$ cat src/rtl/alu_seq.sv
// Multi-cycle ALU: valid/ready operand handshake, registered result and a
// persistent {N,Z,F,L,C} flag register. Shifts run one bit per cycle, MUL is shift-add.
//
//   state | meaning
//   IDLE  | in_ready=1, waiting for in_valid
//   SHIFT | shifting latched rsrc one bit per cycle
//   MUL   | shift-add multiply, one multiplier bit per cycle
//   DONE  | out_valid (and op_err) pulse, result/flags just updated
module alu_seq #(
  parameter int WIDTH   = 16,
  parameter int SHAMT_W = 4
) (
  input  logic               clk,
  input  logic               rst_n,
  input  logic               in_valid,
  output logic               in_ready,
  input  logic [4:0]         opcode,
  input  logic [WIDTH-1:0]   rsrc,
  input  logic [WIDTH-1:0]   rdest,
  input  logic [SHAMT_W-1:0] shamt,
  output logic               out_valid,
  output logic [WIDTH-1:0]   out_data,
  output logic [4:0]         flags,
  output logic               op_err
);

  localparam int CNT_W = SHAMT_W + 1;

  localparam logic [4:0] OP_ADD  = 5'd0;
  localparam logic [4:0] OP_SUB  = 5'd1;
  localparam logic [4:0] OP_CMP  = 5'd2;
  localparam logic [4:0] OP_AND  = 5'd3;
  localparam logic [4:0] OP_OR   = 5'd4;
  localparam logic [4:0] OP_XOR  = 5'd5;
  localparam logic [4:0] OP_NOT  = 5'd6;
  localparam logic [4:0] OP_LSH  = 5'd7;
  localparam logic [4:0] OP_RSH  = 5'd8;
  localparam logic [4:0] OP_ARSH = 5'd9;
  localparam logic [4:0] OP_MUL  = 5'd10;

  typedef enum logic [1:0] {IDLE, SHIFT, MUL, DONE} state_t;

  state_t               state_q, state_d;
  logic [4:0]           op_q, op_d;
  logic [WIDTH-1:0]     sh_q, sh_d;
  logic [WIDTH-1:0]     mc_q, mc_d;
  logic [2*WIDTH-1:0]   prod_q, prod_d;
  logic [CNT_W-1:0]     cnt_q, cnt_d;
  logic [WIDTH-1:0]     data_q, data_d;
  logic [4:0]           flags_q, flags_d;
  logic                 valid_q, valid_d;
  logic                 err_q, err_d;

  logic [WIDTH-1:0]     b_op, sh_next;
  logic [WIDTH:0]       sum, mul_add;
  logic                 ovf, rel_z, rel_l, rel_n;

  // SUB reuses the adder as rdest + ~rsrc + 1, so C means "no borrow".
  always_comb begin
    b_op  = (opcode == OP_ADD) ? rsrc : ~rsrc;
    sum   = {1'b0, rdest} + {1'b0, b_op} + {{WIDTH{1'b0}}, opcode != OP_ADD};
    ovf   = (rdest[WIDTH-1] == b_op[WIDTH-1]) && (sum[WIDTH-1] != rdest[WIDTH-1]);
    rel_z = (rdest == rsrc);
    rel_l = (rdest < rsrc);
    rel_n = ($signed(rdest) < $signed(rsrc));

    if (op_q == OP_LSH)      sh_next = {sh_q[WIDTH-2:0], 1'b0};
    else if (op_q == OP_RSH) sh_next = {1'b0, sh_q[WIDTH-1:1]};
    else                     sh_next = {sh_q[WIDTH-1], sh_q[WIDTH-1:1]};

    mul_add = prod_q[0] ? ({1'b0, prod_q[2*WIDTH-1:WIDTH]} + {1'b0, mc_q})
                        : {1'b0, prod_q[2*WIDTH-1:WIDTH]};
  end

  always_comb begin
    state_d = state_q;
    op_d    = op_q;
    sh_d    = sh_q;
    mc_d    = mc_q;
    prod_d  = prod_q;
    cnt_d   = cnt_q;
    data_d  = data_q;
    flags_d = flags_q;
    valid_d = 1'b0;
    err_d   = 1'b0;
    case (state_q)
      IDLE: begin
        if (in_valid) begin
          op_d    = opcode;
          sh_d    = rsrc;
          mc_d    = rdest;
          state_d = DONE;
          valid_d = 1'b1;
          case (opcode)
            OP_ADD, OP_SUB: begin
              data_d  = sum[WIDTH-1:0];
              flags_d = {rel_n, rel_z, ovf, rel_l, sum[WIDTH]};
            end
            OP_CMP: flags_d = {rel_n, rel_z, 1'b0, rel_l, 1'b0};
            OP_AND: data_d = rsrc & rdest;
            OP_OR:  data_d = rsrc | rdest;
            OP_XOR: data_d = rsrc ^ rdest;
            OP_NOT: data_d = ~rsrc;
            OP_LSH, OP_RSH, OP_ARSH: begin
              if (shamt == '0) begin
                data_d = rsrc;
              end else begin
                state_d = SHIFT;
                valid_d = 1'b0;
                cnt_d   = {1'b0, shamt};
              end
            end
            OP_MUL: begin
              state_d = MUL;
              valid_d = 1'b0;
              cnt_d   = CNT_W'(WIDTH);
              prod_d  = {{WIDTH{1'b0}}, rsrc};
            end
            default: begin
              data_d = '0;
              err_d  = 1'b1;
            end
          endcase
        end
      end
      SHIFT: begin
        sh_d  = sh_next;
        cnt_d = cnt_q - CNT_W'(1);
        if (cnt_q == CNT_W'(1)) begin
          data_d  = sh_next;
          state_d = DONE;
          valid_d = 1'b1;
        end
      end
      MUL: begin
        prod_d = {mul_add, prod_q[WIDTH-1:1]};
        cnt_d  = cnt_q - CNT_W'(1);
        if (cnt_q == CNT_W'(1)) begin
          data_d     = prod_d[WIDTH-1:0];
          flags_d[0] = |prod_d[2*WIDTH-1:WIDTH];
          flags_d[3] = (prod_d[WIDTH-1:0] == '0);
          state_d    = DONE;
          valid_d    = 1'b1;
        end
      end
      DONE:    state_d = IDLE;
      default: state_d = IDLE;
    endcase
  end

  always_ff @(posedge clk or negedge rst_n) begin
    if (!rst_n) begin
      state_q <= IDLE;
      op_q    <= '0;
      sh_q    <= '0;
      mc_q    <= '0;
      prod_q  <= '0;
      cnt_q   <= '0;
      data_q  <= '0;
      flags_q <= '0;
      valid_q <= 1'b0;
      err_q   <= 1'b0;
    end else begin
      state_q <= state_d;
      op_q    <= op_d;
      sh_q    <= sh_d;
      mc_q    <= mc_d;
      prod_q  <= prod_d;
      cnt_q   <= cnt_d;
      data_q  <= data_d;
      flags_q <= flags_d;
      valid_q <= valid_d;
      err_q   <= err_d;
    end
  end

  assign in_ready  = (state_q == IDLE);
  assign out_valid = valid_q;
  assign op_err    = err_q;
  assign out_data  = data_q;
  assign flags     = flags_q;

endmodule

$ cat config.mk
export PLATFORM = sky130hd
export DESIGN_NAME = alu_seq
export DESIGN_NICKNAME = d
export VERILOG_FILES = /design/src/rtl/alu_seq.sv
export SDC_FILE = /design/constraint.sdc
export NUM_CORES = 1
export LEC_CHECK = 0
export ABC_AREA = 1
export CAP_MARGIN = 20
export CORE_ASPECT_RATIO = 0.9
export CORE_MARGIN = 10
export CORE_UTILIZATION = 35
export CTS_CLUSTER_DIAMETER = 150
export CTS_CLUSTER_SIZE = 14
export DETAILED_ROUTE_END_ITERATION = 8
export PLACE_DENSITY = 0.6
export SLEW_MARGIN = 20
export SYNTH_ARGS = -nofsm -noshare
export SYNTH_HDL_FRONTEND = slang
export SYNTH_SLANG_ARGS = --single-unit
$ cat constraint.sdc
create_clock -name clk -period 1.9 [get_ports clk]
set_input_delay 0.19 -clock clk [delete_from_list [all_inputs] [get_ports clk]]
set_output_delay 0.19 -clock clk [all_outputs]
set_load 0.005 [all_outputs]
==> results.toml, run 1 <==
[logic_synthesis]
synth-seq-area-share_pct = 28.99
ys_seq_elements = 99
synthesis.area_um2 = 8546
syn_inst = 1228
synthAdderAreaFrac_pct = 13.35
synth_top_area_cell = "dfrtp_1"
syn-num-nets = 1362
synth_top_family_by_area = "simple AND/OR/NAND/NOR gates"
synth_area_leaders = "dfrtp_1 (29%), nand2_1 (13%), ha_1 (13%), inv_1 (7.9%), o21ai_0 (5.9%)"
synth_flop_cell = "dfrtp_1"
yosysUniqueCellTypes = 48
synth-edff-count = 0
synth_compound_area_share_pct = 19.53
yosys.area.top_type_share_pct = 28.99
synth-simple-area-share_pct = 25.78
synth.avg_cell_area_um2 = 6.959
yosys_warnings = 0
muxShareOfSynthArea_pct = 0.1318
async_reset_ff_share_pct = 100.0
synthXorXnorAreaFrac_pct = 1.845

[cells_and_area]
regArea_um2 = 2481
final_util_pct = 56.05
nNetsFinal = 1697
finish.instance_area_um2 = 13520
final_common_cell = "buf_4"
multi_input_area_um2 = 6504
synthToLayoutAreaGrowth_pct = 58.21
layout_common_cells = "buf_4 (261), nand2_1 (249), inv_1 (153), dfrtp_1 (96), o21ai_0 (81)"
drive_gt1_share_pct = 37.56
instances_no_fill = 1876
n_fill_cell = 2184
antennaDiodeCount = 0

[sta]
worstMarginPinSlew_ps = 556.7
hold_viol = 0
relSlewSlack_pct = 62.89
final_max_slew_viol_count = 0
max_freq_ghz = 0.4684
setup_viol = 18
fin_skew_ps = 7.778
rsz0062_at_grt = "yes"
timing.final.crit_share_pct = 112.4
period_minus_slack_ps = 2135
worst_slack_ps = -235.0

[worst_setup_path]
slowest_delay_ps = 330
crit_path_cell_trace = "buf_8 > nor2_4 > nand2_4 > nor2_8 > buf_12 > xor2_1 > ha_1 > buf_4 > nand2_4 > nor2_1 > nand4_1 > nand2_2 > nand2_2 > nand2_1 > nand2_1 > nand2_1 > inv_1 > a21oi_2"
rr_startpoint = "mc_q[6]$_DFFE_PN0P_"
worstSetupPathType = "in2reg"
path_max_fanout = 7
cp_top_family = "simple AND/OR/NAND/NOR gates"
cp_num_cells = 18
r2r-end = "flags[0]$_DFFE_PN0P_"
worstPathArrival_ps = 2430
worst_ep_required_time_ps = 2200
reg2regPathDepth = 13
worst_setup_path_start_kind = "primary input"
crit_buf_inv = 4
cp_common_cell = "nand2_1"
cp-end-kind = "flip-flop"
r2r_setup_slack_ps = -220
critPathSlowestCell = "ha_1"

[flow_run]
drv_cap = 0

[drt]
routedWlPerCell_um = 17.91
drt_iter0_markers = 900
wl_um = 33610
drc = 0
via_per_inst = 5.143
ant_nets = 0
dr.pass1.iters = 5
route.vias.total = 9648

[hold_path]
min-delay-start = "opcode[0]"
holdPathStages = 4
min_to = "op_q[0]$_DFFE_PN0P_"
hp-class = "in2reg"

[placement]
post-place-ws_ps = -1047
place_area_um2 = 11490
place_inst = 1821
dp_hpwl_um = 24920
gp_congestion = 0.9162
port_buffers = 67

[clock_tree]
cts_buffers = 9
clk_pin_slew_ps = 80
clk_latency_ps = 360
cts_sinks = 99
cts_tree = "done"
htreeDepth = 3
cts_root_buf = "clkbuf_16"
clockBufferDepth = 2

[power]
total_power_mw = 18.13
irDropWorstVdd_mv = 0.7374
p_per_area_nw_per_um2 = 1341
leakagePower_nw = 6.828

[grt]
grt_pass1_wl_um = 50450
gr-total-overflow = 0
antenna_found_initial = 0
grt_max_degree = 43
grt_use_total_pct = 20.44
grt_pass1_vias = 9388

[outcome]
status = "finished with violations"
violations = "negative setup slack"

[floorplanning]
die_w_um = 184.7
die_height_um = 168.2
core_um2 = 24120
num_rows = 54
start_util_pct = 35.43
die_area_um2 = 31080
pin_count = 68
[worst max path at each step]
| stage | start | to |
|---|---|---|
| final | opcode[4] | flags[0]$_DFFE_PN0P_ |
| after global routing | opcode[4] | flags[0]$_DFFE_PN0P_ |
| after CTS | mc_q[0]$_DFFE_PN0P_ | flags[0]$_DFFE_PN0P_ |
| after detailed placement | opcode[4] | out_data[15]$_DFFE_PN0P_ |
| after global placement | opcode[4] | out_data[14]$_DFFE_PN0P_ |
| after floorplan | opcode[4] | out_data[6]$_DFFE_PN0P_ |
[per-stage QoR]
stage	setup TNS [ps]	hold WS (ps)
after floorplan	-3096	-105.6
after global placement	-22340	216.7
after detailed placement	-23880	216.3
after CTS	-1767	265.2
after global routing	-5445	324.1
final	-2824	279.4
[flip-flops by register name, indices dropped and copies added, names as in the netlist]
signal     count
prod_q        32
mc_q          16
sh_q          16
out_valid      1
flags          5
op_q           5
out_data      16
cnt_q          5
state_q        2
op_err         1
[where the power goes]
group          internal, mW  switching (mW)
sequential             3.11           0.763
clock                  1.07           0.924
combinational          5.70            6.57
total                  9.88            8.26
[cells in the mapped netlist, types with 5 or more instances]
library cell and number:
a21oi_1 90, nand2_2 6, clkbuf_1 21, nand3_1 68, nor4_1 6, buf_2 12, a31oi_1 11, dfrtp_1 99
or2_2 8, inv_2 10, a22oi_1 15, o211ai_1 5, o22ai_2 9, inv_1 179, o21ai_0 101, nor2_1 75
a211oi_1 8, nand2_1 307, xor2_1 18, nor3_1 10, o22ai_1 10, nand4_1 10, nor2_2 5, ha_1 88
a21boi_1 5
[worst min-delay path: stages]
cell and delay [ps]:
buf_2 110, inv_2 70, buf_4 140, o21ai_0 80
[metal layers]
metal	share of wire (%)	GRT usage, %	vias up
met5	0	0	-
met4	1.9	5.720	0
met3	5.1	3.249	31
met2	48	33.50	286
met1	45	27.14	4638
li1	-	-	4693
[repair_timing]
action                                  in CTS  in global routing
hold buffers                                 1                  0
setup buffers                               28                 16
gates resized for setup                    184                188
endpoints found under the setup margin      30                 57
pin swaps                                   69                 93
endpoints found under the hold margin       34                  0
gates cloned                                 2                  1
[final cells by class]
class                           count  area share, %
Inverter                          189          5.340
Clock inverter                      6         0.5275
Multi-Input combinational cell    903          48.10
Sequential cell                    99          18.35
Tap cell                          308          2.850
Timing Repair Buffer              360          23.01
Clock buffer                       10          1.768
Timing Repair inverter              1        0.05552
[kinds of logic (layout without fill, tap and decap cells)]
| group | after synthesis | after routing |
|---|---|---|
| AO/OA/AOI/OAI | 282 | 282 |
| XOR/XNOR | 18 | 18 |
| adder cells (fa/ha/maj) | 90 | 90 |
| buffers and inverters | 227 | 566 |
| flip-flops | 99 | 99 |
| multiplexers | 1 | 1 |
| AND/OR/NAND/NOR | 511 | 512 |
Note: power is estimated with default switching activity, not from simulation.
==> run 2: changes to the inputs <==
--- a/config.mk
+++ b/config.mk
@@ -9,11 +9,11 @@
 export CAP_MARGIN = 20
 export CORE_ASPECT_RATIO = 0.9
 export CORE_MARGIN = 10
-export CORE_UTILIZATION = 35
+export CORE_UTILIZATION = 51
 export CTS_CLUSTER_DIAMETER = 150
 export CTS_CLUSTER_SIZE = 14
 export DETAILED_ROUTE_END_ITERATION = 8
-export PLACE_DENSITY = 0.6
+export PLACE_DENSITY = 0.8
 export SLEW_MARGIN = 20
 export SYNTH_ARGS = -nofsm -noshare
 export SYNTH_HDL_FRONTEND = slang
==> run 2 against run 1 <==
Effect of this change:
- the flow finishes with violations (design-rule violations, negative setup slack)
- register-to-register slack hardly changed
- sequential power about the same
- first-iteration DRC count up 69%
- utilization up 25 points
- cell count down 6.2%
- fmax down 8.0%
- clock skew up 7.0 ps
- worst setup slack lost 190 ps
- flip-flop and latch count is the same
- cell area decreased by 2.8%
- critical path depth up 2
- sequential share of layout area rose by 0.51 points
- critical path type unchanged
==> results.toml, run 2 (same netlist as run 1, synthesis figures left out) <==
[outcome]
status = "finished with violations"
violations = "design-rule violations, negative setup slack"

[worst_setup_path]
path_max_fanout = 7
r2r-end = "flags[0]$_DFFE_PN0P_"
worstPathArrival_ps = 2610
worstSetupStartpoint = "opcode[4]"
worstSetupPathType = "in2reg"
reg2regPathDepth = 16
worst_ep_required_time_ps = 2190
cp-end-kind = "flip-flop"
rr_startpoint = "mc_q[8]$_DFFE_PN0P_"
worst_setup_path_start_kind = "primary input"
r2r_setup_slack_ps = -230
endpoint = "out_data[14]$_DFFE_PN0P_"

[drt]
route.vias.total = 10576
drt_iter0_markers = 1520
wl_um = 37300
ant_nets = 0
routedWlPerCell_um = 21.19
drc = 2
via_per_inst = 6.009
dr.pass1.iters = 9

[floorplanning]
core_um2 = 16300
die_height_um = 142.8
die_w_um = 156.5
die_area_um2 = 22340
num_rows = 44
pin_count = 68
start_util_pct = 52.44

[clock_tree]
clockBufferDepth = 2
cts_buffers = 9
clk_pin_slew_ps = 80
clk_latency_ps = 370
htreeDepth = 3
cts_tree = "done"
cts_root_buf = "clkbuf_16"
cts_sinks = 99

[power]
p_per_area_nw_per_um2 = 1405
leakagePower_nw = 6.687
irDropWorstVdd_mv = 1.136

[flow_run]
drv_cap = 0

[sta]
setup-tns-final_ps = -5153
hold_viol = 0
final_max_slew_viol_count = 0
setup_viol = 22
rsz0062_at_grt = "yes"
relSlewSlack_pct = 53.91
timing.final.crit_share_pct = 122.2
fin_skew_ps = 14.78
period_minus_slack_ps = 2321
worstMarginPinSlew_ps = 688.3
worst_slack_ps = -421.3
max_freq_ghz = 0.4308

[cells_and_area]
final_common_cell = "buf_4"
layout_common_cells = "buf_4 (254), nand2_1 (246), inv_1 (156), dfrtp_1 (97), o21ai_0 (78)"
antennaDiodeCount = 0
drive_gt1_share_pct = 35.99
top_register = "prod_q"
final_util_pct = 80.67
largest_register_ffs = 32
synthToLayoutAreaGrowth_pct = 53.82
nNetsFinal = 1682

[hold_path]
hp-class = "in2reg"
min-delay-start = "rsrc[10]"

[placement]
dp_hpwl_um = 24850
port_buffers = 67
gp_congestion = 1.042

[grt]
antenna_found_initial = 0
grt_pass1_vias = 9742
gr-total-overflow = 0
grt_max_degree = 100
grt_pass1_wl_um = 50990
grt_use_total_pct = 28.89
-- run 2: cell types whose count changed in the layout (fill, tap and decap cells not counted), sizes merged --
cell	change
buf	-13
bufinv	+3
clkbuf	-1
clkdlybuf4s50	+6
clkinv	+2
clkinvlp	-3
dlygate4sd2	-3
dlymetal6s2s	-3
inv	-2
nor2	-1
-- run 2: final cells by class --
cell class / instances / area (um2)
Multi-Input combinational cell: 902 / 6369
Fill cell: 987 / 3151
Timing Repair Buffer: 346 / 2944
Sequential cell: 99 / 2480
Inverter: 189 / 719.4
Tap cell: 207 / 259.0
Clock buffer: 10 / 229.0
Clock inverter: 6 / 136.4
Timing Repair inverter: 1 / 8.758
-- run 2: worst min path at each step --
| stage | end | slack, ps | depth (start not counted) |
|---|---|---|---|
| 2_1_floorplan | cnt_q[0]$_DFFE_PN0P_ | -110 | 0 |
| 3_3_place_gp | prod_q[16]$_DFFE_PN0P_ | 300 | 2 |
| 3_5_place_dp | prod_q[16]$_DFFE_PN0P_ | 300 | 2 |
| 4_1_cts | op_err$_DFF_PN0_ | 300 | 5 |
| 5_1_grt | prod_q[10]$_DFFE_PN0P_ | 320 | 4 |
| 6_report | prod_q[10]$_DFFE_PN0P_ | 310 | 4 |
-- run 2: critical path, cell delays in order --
cell and delay, ps:
buf_8 100, nor2_4 130, nand2_4 80, nor2_8 250, buf_6 150, xor2_2 170
ha_1 300, a21oi_2 150, nand2_2 90, nand2_2 80, inv_2 40, nand2_2 70
nand2_4 70, nand4_1 110, nand2_2 100, nand2_2 90, nand2_1 60, o21ai_1 140
nand2_1 70, a21boi_1 170
-- run 2: what timing repair did --
action                                 in CTS  in global routing
endpoints found under the hold margin      99                  0
buffers inserted                           22                 25
gates cloned                                1                  1
hold buffers                                1                  0
resized for setup                         149                194
pin swaps                                  47                 93
setup endpoints to repair                  33                 67
-- run 2: routing by layer --
metal  share of wire, %  GRT usage, %  up-vias
li1                   -             -     4664
met1                 37         35.14     4946
met2                 45         46.81      749
met3                 11         6.426      217
met4                7.5         15.78        0
met5                  0             0        -
-- run 2: through the flow --
step	setup slack (ps)	std cells	power, mW	hold slack, ps	instance area (um2)
2_1_floorplan	-375.0	1228	9.181	-105.6	8591
3_3_place_gp	-929.6	1702	13.37	300.8	11210
3_5_place_dp	-1051	1702	13.57	303.8	11210
4_1_cts	-221.4	1739	16.71	303.0	12170
5_1_grt	-476.6	1760	19.51	318.9	13150
6_report	-421.3	1760	18.47	313.3	13150
-- run 2: report_power, final --
group          internal (mW)  switching (mW)  total, mW
combinational           5.34            6.91       12.3
clock                   1.43           0.908       2.34
sequential              3.11           0.771       3.88
==> RTL edit 1 (settings of run 1) <==
Take the reset off `data_q` and load it in a clocked block of its own.
--- a/src/rtl/alu_seq.sv
+++ b/src/rtl/alu_seq.sv
@@ -156,7 +156,6 @@
       mc_q    <= '0;
       prod_q  <= '0;
       cnt_q   <= '0;
-      data_q  <= '0;
       flags_q <= '0;
       valid_q <= 1'b0;
       err_q   <= 1'b0;
@@ -167,11 +166,14 @@
       mc_q    <= mc_d;
       prod_q  <= prod_d;
       cnt_q   <= cnt_d;
-      data_q  <= data_d;
       flags_q <= flags_d;
       valid_q <= valid_d;
       err_q   <= err_d;
     end
+  end
+
+  always_ff @(posedge clk) begin
+    data_q <= data_d;
   end
 
   assign in_ready  = (state_q == IDLE);
Function: changed (Yosys sat finds a counterexample within 4 cycles, from zero or initial values and one cycle with rst_n low).
==> RTL edit 1 against run 1 <==
- the run still ends with negative setup slack left
- sequential cell count stayed put
- cell count is 2.4% lower
- fmax is 10% lower
- final area is 3.0% lower
- clock power is 6% lower
- worst setup slack worse by 250 ps
- total power is 12% lower
- wire length is 6.1% lower
- area after synthesis is 1.4% lower
- critical path type unchanged
- largest cell class unchanged
- largest power group unchanged
==> RTL edit 1: results (changes against run 1) <==
- The run finished, with violations left.
- The final reports fail on negative setup slack.
- The worst slew slack as a fraction of its limit is 0.6402 (+0.01131).
- The sequential cell area fraction in the yosys report is 0.3037 (+0.01377).
- The clock tree cell share of total cell area is 0.02176 (-0.001194).
- The buffers inserted during post-CTS setup optimization is 27 (-3.6%).
- The violation count after the first detailed-route iteration was 764 (-15%).
- The wire length of the first global-routing pass is 49.20 mm (-2.5%).
- By area the synthesized netlist is led by dfrtp_1 25%, ha_1 13%, nand2_1 13%.
- The number of synthesized flops with an enable pin is 16 (+16).
- The total negative slack for setup checks is -6353 ps (-3529 ps).
- The unique cell type count in the Yosys netlist is 51 (+6.3%).
- The highest ir drop seen on vdd came to 642.3 uV (-13%).
- The worst hold margin was 236.1 ps (-43.27 ps).
- The footprint of the flip-flops and latches came to 2560 sq um (+3.2%).
- The via count of the first global-routing pass is 9250 (-1.5%).
- The via density per instance is 5.154 (+0.22%).
- Counting instances in the post-synthesis netlist gives the leading cell types as 289 x nand2_1, 186 x inv_1, 91 x o21ai_0.
- The total routing usage reported by global routing is 0.1986 (-0.005825).
- The final weighted congestion of routability-driven global placement is 0.9120 (-0.46%).
- The count of inverters not on the clock network in the layout is 195 (+2.6%).
- The slack of the worst reg-to-reg path came to -390 ps (-170 ps).
- The count of flip-flops and latches was 99 (unchanged).
- The fraction of standard cell area in multi-input logic came to 0.4661 (-0.01490).
- The post-synthesis net count is 1325 (-2.7%).
- The leakage power summed over all cells was 0.006595 uW (-3.4%).
- The wire length reported by the detailed router was 31.54 mm (-6.1%).
- The number of nets at the end of the flow is 1658 (-2.3%).
- The arrival time reported for the critical path endpoint came to 2500 ps (+70 ps).
- The post-detailed-placement half-perimeter wirelength is 23.83 mm (-4.4%).
- The final critical-path setup slack came to -482.7 ps (-247.7 ps).
- The share of layout cells above drive strength 1 was 0.3610 (-0.01462).
- The total of endpoints with negative setup slack in the final report is 20 (+2).
- The share of synthesized registers carrying an async set or reset is 0.8384 (-0.1616).
- The number of gates resized after CTS is 201 (+9.2%).
==> RTL edit 1: stage by stage <==
step	cell area [sq um]	std cells	worst slack, ps	util
finish	13110	1831	-482.7	0.5570
global route	13110	1831	-607.2	0.5570
CTS	12650	1824	-409.6	0.5372
detailed placement	11500	1786	-1253	0.4884
global placement	11500	1786	-1201	0.4884
floorplan	8557	1191	-441.5	-
==> RTL edit 1: where the power goes <==
group          switching (uW)  total [uW]  internal (uW)
sequential                768        4040           3270
clock                     963        1880            913
combinational            5480       10000           4540
==> RTL edit 1: worst paths after layout <==
kind / cells past startpoint / endpoint / start
worst min register to register: 2 / cnt_q[4] / cnt_q[4]
worst min-delay path: 4 / op_q[0] / opcode[0]
max in group asynchronous: 3 / mc_q[8] / rst_n
worst max-delay path: 18 / out_data[10] / opcode[2]
worst max register to register: 15 / flags[0] / mc_q[0]
min in group asynchronous: 2 / flags[1] / rst_n
==> RTL edit 1: cells by family after synthesis <==
logic type / count (synthesis) / synth area share
AND/OR/NAND/NOR: 477 / 0.2432
AO/OA/AOI/OAI: 275 / 0.1918
buffers and inverters: 230 / 0.1050
flip-flops: 99 / 0.3037
adder cells (fa/ha/maj): 90 / 0.1355
XOR/XNOR: 20 / 0.02080
==> RTL edit 1: critical path: stages <==
cell	delay (ps)
buf_8	100
nor2_4	120
nand2_4	80
nor2_8	170
buf_12	140
xor2_1	180
inv_1	110
ha_4	280
a21oi_2	150
nand2_2	70
nand2_1	70
inv_1	50
nand2_1	80
nand2_2	90
a21oi_2	160
xor2_1	170
o21ai_1	80
a21o_1	200
==> RTL edit 1: metal layers <==
layer  vias up  global-route usage  part of all wire
li1       4595                   -                 -
met1      4430              0.2767              0.46
met2       353              0.3146              0.45
met3        59             0.02358             0.064
met4         0             0.05769             0.026
met5         -                   0                 0
==> RTL edit 2 (settings of run 1) <==
Without the edit above. Set the parameter `SHAMT_W` to 6 (it was 4).
--- a/src/rtl/alu_seq.sv
+++ b/src/rtl/alu_seq.sv
@@ -8,7 +8,7 @@
 //   DONE  | out_valid (and op_err) pulse, result/flags just updated
 module alu_seq #(
   parameter int WIDTH   = 16,
-  parameter int SHAMT_W = 4
+  parameter int SHAMT_W = 6
 ) (
   input  logic               clk,
   input  logic               rst_n,
Interface: changed (resized shamt); port bits go from 68 to 70. The function was not compared with the original's and may differ.
==> RTL edit 2 against run 1 <==
- the flow still finishes with violations (negative setup slack)
- final area grew 0.20%
- total power shrank 5.9%
- global-route usage grew 0.44 points
- worst setup slack lost 140 ps
- area after synthesis is essentially flat
- wire length grew 0.46%
- sequential cell count grew 2
- fmax shrank 6.3%
- critical path type unchanged
- highest routed layer unchanged
==> RTL edit 2: results (changes against run 1) <==
- The leakage power summed over all cells was 0.006895 uW (+0.97%).
- The highest ir drop seen on vdd came to 839.5 uV (+14%).
- The flow ran to the end, but the final reports show violations.
- The slack of the worst reg-to-reg path is -320 ps (-100 ps).
- The unique cell type count in the Yosys netlist is 50 (+4.2%).
- The buffers inserted during post-CTS setup optimization was 31 (+11%).
- The met2 demand-to-capacity share in global routing was 0.3568 (+0.02173).
- The power consumed by combinational cells is 11300 uW (-8%).
- The cell depth of the worst hold path was 3 (-1).
- The portion of netlist area occupied by mux cells is 0 (-0.001318).
- The worst-case clock skew is 14.15 ps (+6.368 ps).
- The area fraction in compound gates after synthesis came to 0.1924 (-0.002934).
- In this run the worst setup path terminates at out_data[14].
- The total routing usage reported by global routing is 0.2088 (+0.004368).
- The met3 track utilization from global routing is 0.03572 (+0.003228).
- The total of endpoints with negative setup slack in the final report is 17 (-1).
- The switching part of the total is 0.4568 (+0.001518).
- The number of nets at the end of the flow is 1740 (+2.5%).
- The wire length of the first global-routing pass is 51.99 mm (+3.1%).
- The routed length on met2 was 16.35 mm (+1.7%).
- The total negative slack for setup checks is -3478 ps (-653.8 ps).
- The arrival time reported for the critical path endpoint came to 2520 ps (+90 ps).
- The pre-CTS setup slack came to -1063 ps (-15.42 ps).
- The peak fanout along the critical path is 5 (-2).
- The startpoint identified for the worst register-to-register timing path is prod_q[19].
- The worst slew slack as a fraction of its limit was 0.5934 (-0.03549).
- The via density per instance is 5.112 (-0.60%).
- The post-synthesis net count is 1374 (+0.88%).
- The fraction of met1 tracks used by global routing is 0.2520 (-0.01944).
- The count of input and output buffers was 69 (+3.0%).
- The count of non-filler cells in the finished layout was 1919 (+2.3%).
- By area the synthesized netlist is led by dfrtp_1 30%, nand2_1 14%, ha_1 13%.
- The routed length on met1 came to 14.37 mm (-5.4%).
- The multi-input combinational cell area is 6232 sq um (-4.2%).
- The routed length per placed instance is 17.59 microns (-1.8%).
- The cell area after placement was 11690 sq um (+1.7%).
- The largest net degree at the start of global routing came to 102 (+140%).
- The power consumption was 17060 uW (-5.9%).
- The share of layout cells above drive strength 1 was 0.3665 (-0.009178).
- In this run the most critical hold path is launched from opcode[3].
- The final critical-path setup slack came to -378.7 ps (-143.7 ps).
- The fill cell total of the finished layout came to 2156 (-1.3%).
- The final reports fail on negative setup slack.
- The gate count after technology mapping is 1239 (+0.90%).
- The sequential cell area fraction in the yosys report is 0.2960 (+0.006073).
- The depth of the most critical reg-to-reg path is 12 (-1).
- The worst hold margin is 115.4 ps (-164.0 ps).
- The post-detailed-placement half-perimeter wirelength is 24.75 mm (-0.70%).
- The terminating pin of the worst hold path is op_q[3].
- The met3 wirelength from detailed routing is 1.597 mm (-7.1%).
- The violation count after the first detailed-route iteration is 681 (-24%).
[RTL edit 2: cell count changes in the layout (fill, tap and decap cells not counted), sizes merged, moves of 6 or more]
cell and change:
a21oi +12, buf +28, or2 -10, a21boi -6
o21ai -10, nor2 +18, inv -9, nand2 +6
[RTL edit 2: layout make-up]
cell class / instances / share of cell area
antenna: 1 / 0.0001847
multi-input combinational: 922 / 0.4600
clock buffer: 9 / 0.01662
timing repair buffer: 391 / 0.2529
inverter: 180 / 0.05042
clock inverter: 7 / 0.004895
sequential: 101 / 0.1866
tap: 308 / 0.02844
[RTL edit 2: critical path, cell delays in order]
cell	delay [ps]
buf_6	100
nor2_4	90
nand2_2	80
nor2_4	220
buf_12	170
xor2_4	210
ha_4	240
a21oi_2	160
nand2_2	110
a21oi_4	230
inv_2	80
nand4_1	110
nand2_2	80
or2_4	230
nand3_2	50
nand2_1	50
nand2_1	70
a21oi_1	60
